## src/rtl/axi_reg_pkg.sv

```systemverilog
// Shared types for the AXI register configuration sequencer:
// AXI response codes, sequencer error codes and FSM states.
package axi_reg_pkg;

  typedef enum logic [1:0] {
    RESP_OKAY   = 2'b00,
    RESP_EXOKAY = 2'b01,
    RESP_SLVERR = 2'b10,
    RESP_DECERR = 2'b11
  } resp_e;

  typedef enum logic [1:0] {
    SEQ_OK       = 2'b00,
    SEQ_BRESP    = 2'b01,
    SEQ_MISMATCH = 2'b10,
    SEQ_TIMEOUT  = 2'b11
  } seq_err_e;

  typedef enum logic [2:0] {
    ST_IDLE,
    ST_WR,
    ST_B,
    ST_AR,
    ST_R,
    ST_DONE
  } state_e;

  localparam logic [3:0] WSTRB_FULL = 4'hF;

endpackage

```

## src/rtl/axi_reg_cfg_seq.sv

```systemverilog
// AXI4 master that writes a constant (address, data) table into a register
// block, reading each entry back after its write, and reports done/err.
module axi_reg_cfg_seq
  import axi_reg_pkg::*;
#(
  parameter int DATA_WIDTH  = 32,
  parameter int ADDR_WIDTH  = 32,
  parameter int NUM_ENTRIES = 4,
  parameter logic [NUM_ENTRIES*ADDR_WIDTH-1:0] CFG_ADDR = {32'hC, 32'h8, 32'h4, 32'h0},
  parameter logic [NUM_ENTRIES*DATA_WIDTH-1:0] CFG_DATA = {32'h4, 32'h3, 32'h2, 32'h1},
  parameter int TIMEOUT     = 16
) (
  input  logic                  clk,
  input  logic                  areset,
  input  logic                  start_i,
  output logic                  busy_o,
  output logic                  done_o,
  output logic                  err_o,
  output logic [1:0]            err_code_o,
  output logic [3:0]            err_idx_o,
  output logic [ADDR_WIDTH-1:0] awaddr_o,
  output logic                  awvalid_o,
  input  logic                  awready_i,
  output logic [DATA_WIDTH-1:0] wdata_o,
  output logic [3:0]            wstrb_o,
  output logic                  wlast_o,
  output logic                  wvalid_o,
  input  logic                  wready_i,
  input  logic [1:0]            bresp_i,
  input  logic                  bvalid_i,
  output logic                  bready_o,
  output logic [ADDR_WIDTH-1:0] araddr_o,
  output logic                  arvalid_o,
  input  logic                  arready_i,
  input  logic [DATA_WIDTH-1:0] rdata_i,
  input  logic                  rvalid_i,
  output logic                  rready_o
);

  localparam int TW = $clog2(TIMEOUT + 1);
  localparam logic [TW-1:0] TMO_LAST = TW'(TIMEOUT - 1);
  localparam logic [3:0]    IDX_LAST = 4'(NUM_ENTRIES - 1);

  // Table is padded to 16 slots so a 4-bit index never reads out of range.
  logic [ADDR_WIDTH-1:0] addr_tbl [16];
  logic [DATA_WIDTH-1:0] data_tbl [16];

  for (genvar gi = 0; gi < 16; gi++) begin : g_tbl
    if (gi < NUM_ENTRIES) begin : g_used
      assign addr_tbl[gi] = CFG_ADDR[gi*ADDR_WIDTH +: ADDR_WIDTH];
      assign data_tbl[gi] = CFG_DATA[gi*DATA_WIDTH +: DATA_WIDTH];
    end else begin : g_unused
      assign addr_tbl[gi] = '0;
      assign data_tbl[gi] = '0;
    end
  end

  state_e                state_q;
  logic [3:0]            idx_q, idx_d;
  logic [TW-1:0]         tmo_q, tmo_d;
  logic                  busy_q, done_q, err_q;
  seq_err_e              err_code_q;
  logic [3:0]            err_idx_q;
  logic                  awvalid_q, wvalid_q, bready_q, arvalid_q, rready_q;
  logic [ADDR_WIDTH-1:0] addr_q;
  logic [DATA_WIDTH-1:0] wdata_q;

  logic     aw_done_d, w_done_d, tmo_hit;
  logic     abort_d;
  seq_err_e code_d;

  assign idx_d     = idx_q + 4'd1;
  assign tmo_d     = tmo_q + TW'(1);
  assign tmo_hit   = (tmo_q == TMO_LAST);
  // A channel counts as complete once its valid has dropped or it fires now.
  assign aw_done_d = !awvalid_q || awready_i;
  assign w_done_d  = !wvalid_q || wready_i;

  always_comb begin
    abort_d = 1'b0;
    code_d  = SEQ_OK;
    case (state_q)
      ST_WR: if (!(aw_done_d && w_done_d) && tmo_hit) begin
        abort_d = 1'b1;
        code_d  = SEQ_TIMEOUT;
      end
      ST_B: begin
        if (bvalid_i) begin
          if (resp_e'(bresp_i) != RESP_OKAY) begin
            abort_d = 1'b1;
            code_d  = SEQ_BRESP;
          end
        end else if (tmo_hit) begin
          abort_d = 1'b1;
          code_d  = SEQ_TIMEOUT;
        end
      end
      ST_AR: if (!arready_i && tmo_hit) begin
        abort_d = 1'b1;
        code_d  = SEQ_TIMEOUT;
      end
      ST_R: begin
        if (rvalid_i) begin
          if (rdata_i != data_tbl[idx_q]) begin
            abort_d = 1'b1;
            code_d  = SEQ_MISMATCH;
          end
        end else if (tmo_hit) begin
          abort_d = 1'b1;
          code_d  = SEQ_TIMEOUT;
        end
      end
      default: ;
    endcase
  end

  always_ff @(posedge clk or posedge areset) begin
    if (areset) begin
      state_q    <= ST_IDLE;
      idx_q      <= '0;
      tmo_q      <= '0;
      busy_q     <= 1'b0;
      done_q     <= 1'b0;
      err_q      <= 1'b0;
      err_code_q <= SEQ_OK;
      err_idx_q  <= '0;
      awvalid_q  <= 1'b0;
      wvalid_q   <= 1'b0;
      bready_q   <= 1'b0;
      arvalid_q  <= 1'b0;
      rready_q   <= 1'b0;
      addr_q     <= '0;
      wdata_q    <= '0;
    end else if (abort_d) begin
      state_q    <= ST_DONE;
      tmo_q      <= '0;
      busy_q     <= 1'b0;
      done_q     <= 1'b1;
      err_q      <= 1'b1;
      err_code_q <= code_d;
      err_idx_q  <= idx_q;
      awvalid_q  <= 1'b0;
      wvalid_q   <= 1'b0;
      bready_q   <= 1'b0;
      arvalid_q  <= 1'b0;
      rready_q   <= 1'b0;
    end else begin
      done_q <= 1'b0;
      case (state_q)
        ST_IDLE: if (start_i) begin
          state_q    <= ST_WR;
          tmo_q      <= '0;
          idx_q      <= '0;
          busy_q     <= 1'b1;
          err_q      <= 1'b0;
          err_code_q <= SEQ_OK;
          err_idx_q  <= '0;
          awvalid_q  <= 1'b1;
          wvalid_q   <= 1'b1;
          addr_q     <= addr_tbl[0];
          wdata_q    <= data_tbl[0];
        end
        ST_WR: begin
          if (aw_done_d && w_done_d) begin
            state_q   <= ST_B;
            tmo_q     <= '0;
            awvalid_q <= 1'b0;
            wvalid_q  <= 1'b0;
            bready_q  <= 1'b1;
          end else begin
            tmo_q <= tmo_d;
            if (awready_i) awvalid_q <= 1'b0;
            if (wready_i)  wvalid_q  <= 1'b0;
          end
        end
        ST_B: begin
          if (bvalid_i) begin
            state_q   <= ST_AR;
            tmo_q     <= '0;
            bready_q  <= 1'b0;
            arvalid_q <= 1'b1;
          end else begin
            tmo_q <= tmo_d;
          end
        end
        ST_AR: begin
          if (arready_i) begin
            state_q   <= ST_R;
            tmo_q     <= '0;
            arvalid_q <= 1'b0;
            rready_q  <= 1'b1;
          end else begin
            tmo_q <= tmo_d;
          end
        end
        ST_R: begin
          if (rvalid_i) begin
            tmo_q    <= '0;
            rready_q <= 1'b0;
            if (idx_q == IDX_LAST) begin
              state_q <= ST_DONE;
              busy_q  <= 1'b0;
              done_q  <= 1'b1;
            end else begin
              state_q   <= ST_WR;
              idx_q     <= idx_d;
              awvalid_q <= 1'b1;
              wvalid_q  <= 1'b1;
              addr_q    <= addr_tbl[idx_d];
              wdata_q   <= data_tbl[idx_d];
            end
          end else begin
            tmo_q <= tmo_d;
          end
        end
        ST_DONE: state_q <= ST_IDLE;
        default: state_q <= ST_IDLE;
      endcase
    end
  end

  assign busy_o     = busy_q;
  assign done_o     = done_q;
  assign err_o      = err_q;
  assign err_code_o = err_code_q;
  assign err_idx_o  = err_idx_q;
  assign awaddr_o   = addr_q;
  assign awvalid_o  = awvalid_q;
  assign wdata_o    = wdata_q;
  assign wstrb_o    = WSTRB_FULL;
  assign wlast_o    = 1'b1;
  assign wvalid_o   = wvalid_q;
  assign bready_o   = bready_q;
  assign araddr_o   = addr_q;
  assign arvalid_o  = arvalid_q;
  assign rready_o   = rready_q;

endmodule

```

## config.mk

```make
export PLATFORM = sky130hd
export DESIGN_NAME = axi_reg_cfg_seq
export DESIGN_NICKNAME = d
export VERILOG_FILES = /design/src/rtl/axi_reg_pkg.sv /design/src/rtl/axi_reg_cfg_seq.sv
export SDC_FILE = /design/constraint.sdc
export NUM_CORES = 1
export LEC_CHECK = 0
export CAP_MARGIN = 25
export CORE_MARGIN = 3
export CORE_UTILIZATION = 40
export DETAILED_ROUTE_END_ITERATION = 8
export PLACE_DENSITY = 0.87
export SYNTH_ARGS = -nofsm -noshare
export SYNTH_HDL_FRONTEND = slang
export SYNTH_SLANG_ARGS = --single-unit
```

## constraint.sdc

```tcl
create_clock -name clk -period 4.2 [get_ports clk]
set_input_delay 0.42 -clock clk [delete_from_list [all_inputs] [get_ports clk]]
set_output_delay 0.42 -clock clk [all_outputs]
set_load 0.01 [all_outputs]
```

==> metrics.log <==
[metrics] worst max-slew margin expressed relative to the limit: 0.4881
[metrics] cell count after placement: 412
[metrics] length in cells of the worst reg-to-reg path: 8
[metrics] Synth Flop Type: sky130_fd_sc_hd__dfrtp_1
[metrics] dominant cell type by area after synthesis: sky130_fd_sc_hd__dfrtp_1
[metrics] count of distinct cell types in the synthesized netlist: 52
[metrics] reg-to-reg critical path startpoint: idx_q[0]$_DFFE_PP0P_
[metrics] antenna violations before repair: 0
[metrics] ANT cells: 0
[metrics] portion of the post-synthesis area used by sequential elements: 0.3102
[metrics] number of fillers in the final layout: 569
[metrics] Lkg Pwr: approximately 1.4 nW
[metrics] utilization of the core after routing: 0.4925
[metrics] switching power: between 0.0004 and 0.0005 W
[metrics] slew at the pin closest to its max-slew limit: 0.7677 ns
[metrics] Comb pwr share: 0.412
[metrics] average wire length per cell after detail routing: 13.40 um
[metrics] first-pass GRT wire length: 8687 um
[metrics] end of the worst register-to-register path: state_q[2]$_DFFE_PP0P_
[metrics] number of nets with antenna violations after detailed routing: 0
[metrics] non-filler instance count after layout: 420
[metrics] Final period util: 0.6524
[metrics] proportion of layout cells with a drive suffix above 1: 0.06667
[metrics] Final Hold Fails: 0
[metrics] via count of the routed design: 1917
[metrics] Sink Count: 31
[metrics] post-DP HPWL: 4456 um
[metrics] Port Buffers: 62
[metrics] Mapped Area: 0.002501 mm^2
[metrics] clk_skew: 0.007785 ns
[metrics] Resize count post-CTS: 0
[metrics] hold buffer count at CTS: 0
[metrics] power per unit of standard cell area: 422.7 mW/mm^2
[metrics] arrival time at the worst endpoint: ~2.9 ns
[metrics] buffer type at the clock tree root: sky130_fd_sc_hd__clkbuf_8
[metrics] insertion delay of the later-clocked pin in the worst-skew pair: between 0.2 and 0.3 ns
[metrics] largest net degree at the start of global routing: 25
[metrics] most common library cells after synthesis: 97 x sky130_fd_sc_hd__buf_4, 31 x sky130_fd_sc_hd__dfrtp_1, 17 x sky130_fd_sc_hd__nand2_1
[metrics] count of unresolved DRC violations after routing: 0
[metrics] Initial Utilization: 0.4175
[metrics] Worst Setup Slack post-DPL: between 1.5 and 2 ns
[metrics] overall fraction of global-route tracks in use: 0.1491
[metrics] postcts setup bufs: 0
[metrics] Mapped Cells: around 280
[metrics] Die H: 85.08 um
[metrics] count of yosys warnings during synthesis: 0
[metrics] pins over their slew limit: 0
[metrics] register share of total power: 0.343
[metrics] proportion of synthesized flip-flops having asynchronous set or reset: 1.000
[metrics] Core Area: 0.005991 mm^2
[metrics] synthesized area per cell: 8.838 um^2
[metrics] Peak supply drop: 270.6 uV
[metrics] overflow left after global routing: 0
[metrics] number of buffers inserted during clock tree synthesis: 5
[metrics] final setup slack of the worst path: roughly 1.5 ns
[metrics] Max Fanout on Critical Path: 15
[metrics] RSZ-0062 raised after global routing: false
[metrics] sort of element at the end of the critical path: register
[metrics] endpoints failing setup: 0
[metrics] area share of the leading cell type in the synthesized netlist: 0.3102
[metrics] # Max-Cap Violations: 0
[metrics] H-tree level count: 2
[metrics] cell internal pwr: 0.0007890 W
[metrics] GPL Wtd Cong: 0.8131
[metrics] Vias/cell: 4.564
[metrics] final total negative setup slack: 0 ns
[metrics] relative contribution of the clock network to total power: 0.246
[metrics] first-pass detailed-route iteration total: 4
[metrics] cell with the most instances after synthesis: sky130_fd_sc_hd__buf_4
[metrics] final period demand of the worst path: 2.740 ns
[metrics] register clock-pin slew on the reported worst setup and hold paths: 0.07 ns
[metrics] DIE WIDTH: 85.08 um
[metrics] routed wire length: 5629 um
[metrics] maximum frequency from static timing analysis: 364.9 MHz
[metrics] Die Outline Area: 0.007238 mm^2
[metrics] maximum number of buffers from clock root to sink: 2
[metrics] kind of critical path: reg2reg
[metrics] number of flops mapped to enable cells by yosys: 0
[metrics] switch share: 0.3673
[metrics] detailed router's first-iteration violation count: 162
[metrics] Worst EP required: 4.36 ns
[metrics] kind of launch point of the worst setup path: register
[metrics] synthesized flop and latch total: 31
[metrics] Net count, final: about 390
[metrics] CTS tree: yes
[metrics] I/O Pins: 157
[metrics] class of the tightest hold or removal check: in2async
[metrics] FP Rows: 28
[metrics] vias in the first global route: 1833
[metrics] Layout Area Growth over Synthesis: 17.96%
[metrics] status: finished, final reports clean
[metrics] ranking of synthesized cells by area: sky130_fd_sc_hd__dfrtp_1 31%, sky130_fd_sc_hd__buf_4 29%, sky130_fd_sc_hd__nand2_1 2.6%
[metrics] internal reg-to-reg setup slack: 1.46 ns
==> power by group through the flow <==
stage | logic, W | clock network (W) | registers (W)
3_3_place_gp | 0.000493 | 0 | 0.000428
3_5_place_dp | 0.000509 | 0 | 0.000431
2_1_floorplan | 0.000386 | 0 | 0.000425
4_1_cts | 0.000514 | 0.000314 | 0.000426
5_1_grt | 0.000563 | 0.000328 | 0.000436
6_report | 0.000513 | 0.000306 | 0.000427
==> cell type report <==
class	instances	area [um^2]	area share
Clock buffer	6	82.58	0.02799
Clock inverter	2	35.03	0.01187
Inverter	12	45.04	0.01527
Timing Repair Buffer	64	655.6	0.2222
Sequential cell	31	775.7	0.2629
Multi-Input combinational cell	230	1262	0.4279
Tap cell	75	93.84	0.03181
==> worst max-delay path, cell delays in order (launching register included) <==
cell and delay, ns:
sky130_fd_sc_hd__dfrtp_1 0.54, sky130_fd_sc_hd__inv_1 0.13, sky130_fd_sc_hd__ha_1 0.39, sky130_fd_sc_hd__or3b_1 0.38, sky130_fd_sc_hd__o22ai_1 0.12, sky130_fd_sc_hd__a22oi_1 0.14, sky130_fd_sc_hd__nor3_2 0.25, sky130_fd_sc_hd__o21ai_2 0.26
sky130_fd_sc_hd__a311o_1 0.40
==> cells by family after synthesis <==
family | synth area share
buffers and inverters | 0.3232
adders and majority gates | 0.02501
DFF | 0.3102
and+or+nand+nor | 0.1561
AOI/OAI and AO/OA | 0.1526
other | 0.003003
xor gates and xnor gates | 0.01401
muxes | 0.01601
==> placed cells by master (no fill, tap or decap), types with 3 or more instances in the layout <==
cell type	count
sky130_fd_sc_hd__a21oi_1	9
sky130_fd_sc_hd__conb_1	94
sky130_fd_sc_hd__dfrtp_1	31
sky130_fd_sc_hd__nor4_1	5
sky130_fd_sc_hd__nand3_1	6
sky130_fd_sc_hd__nor2_1	12
sky130_fd_sc_hd__nand2_1	17
sky130_fd_sc_hd__xnor2_1	3
sky130_fd_sc_hd__nand2b_1	4
sky130_fd_sc_hd__clkbuf_8	6
sky130_fd_sc_hd__ha_1	5
sky130_fd_sc_hd__clkdlybuf4s50_1	62
sky130_fd_sc_hd__o41ai_2	3
sky130_fd_sc_hd__o22ai_1	3
sky130_fd_sc_hd__o21ai_1	12
sky130_fd_sc_hd__nand4_1	3
sky130_fd_sc_hd__nor3_2	3
sky130_fd_sc_hd__inv_1	12
sky130_fd_sc_hd__nor3_1	4
sky130_fd_sc_hd__mux2i_1	4
sky130_fd_sc_hd__and3_1	6
==> worst max path at each step <==
stage	start	endpoint	slack, ns	depth (start not counted)
6_report	idx_q[0]$_DFFE_PP0P_	state_q[2]$_DFFE_PP0P_	1.46	8
5_1_grt	idx_q[0]$_DFFE_PP0P_	wdata_o[1]$_DFFE_PP0P_	1.27	7
4_1_cts	idx_q[0]$_DFFE_PP0P_	state_q[2]$_DFFE_PP0P_	1.47	8
3_5_place_dp	rdata_i[25]	idx_q[3]$_DFFE_PP0P_	1.52	7
3_3_place_gp	rdata_i[25]	state_q[2]$_DFFE_PP0P_	1.59	7
2_1_floorplan	idx_q[0]$_DFFE_PP0P_	idx_q[3]$_DFFE_PP0P_	1.71	10
==> stage by stage <==
step,area [um^2],total power (W),hold WS (ns)
after floorplan,2846,0.0008116,0.4400
after global placement,2805,0.0009211,0.4586
after detailed placement,2833,0.0009396,0.4764
after CTS,2950,0.001253,0.4132
after global routing,2950,0.001327,0.4292
final,2950,0.001247,0.4097
==> registers in the layout, indices dropped and copies added, names as in the netlist <==
register / cells
araddr_o: 2
arvalid_o: 1
awvalid_o: 1
bready_o: 1
busy_o: 1
done_o: 1
err_code_o: 2
err_idx_o: 4
err_o: 1
idx_q: 4
rready_o: 1
state_q: 3
tmo_q: 5
wdata_o: 3
wvalid_o: 1
==> layer usage <==
metal / share of wire / track usage / vias up
met3: 0.076 / 0.03883 / 8
met5: 0 / 0 / -
met1: 0.37 / 0.1748 / 910
met4: 0.013 / 0.03309 / 0
li1: - / - / 903
met2: 0.54 / 0.2712 / 96
Power figures use the tool's default switching activity.
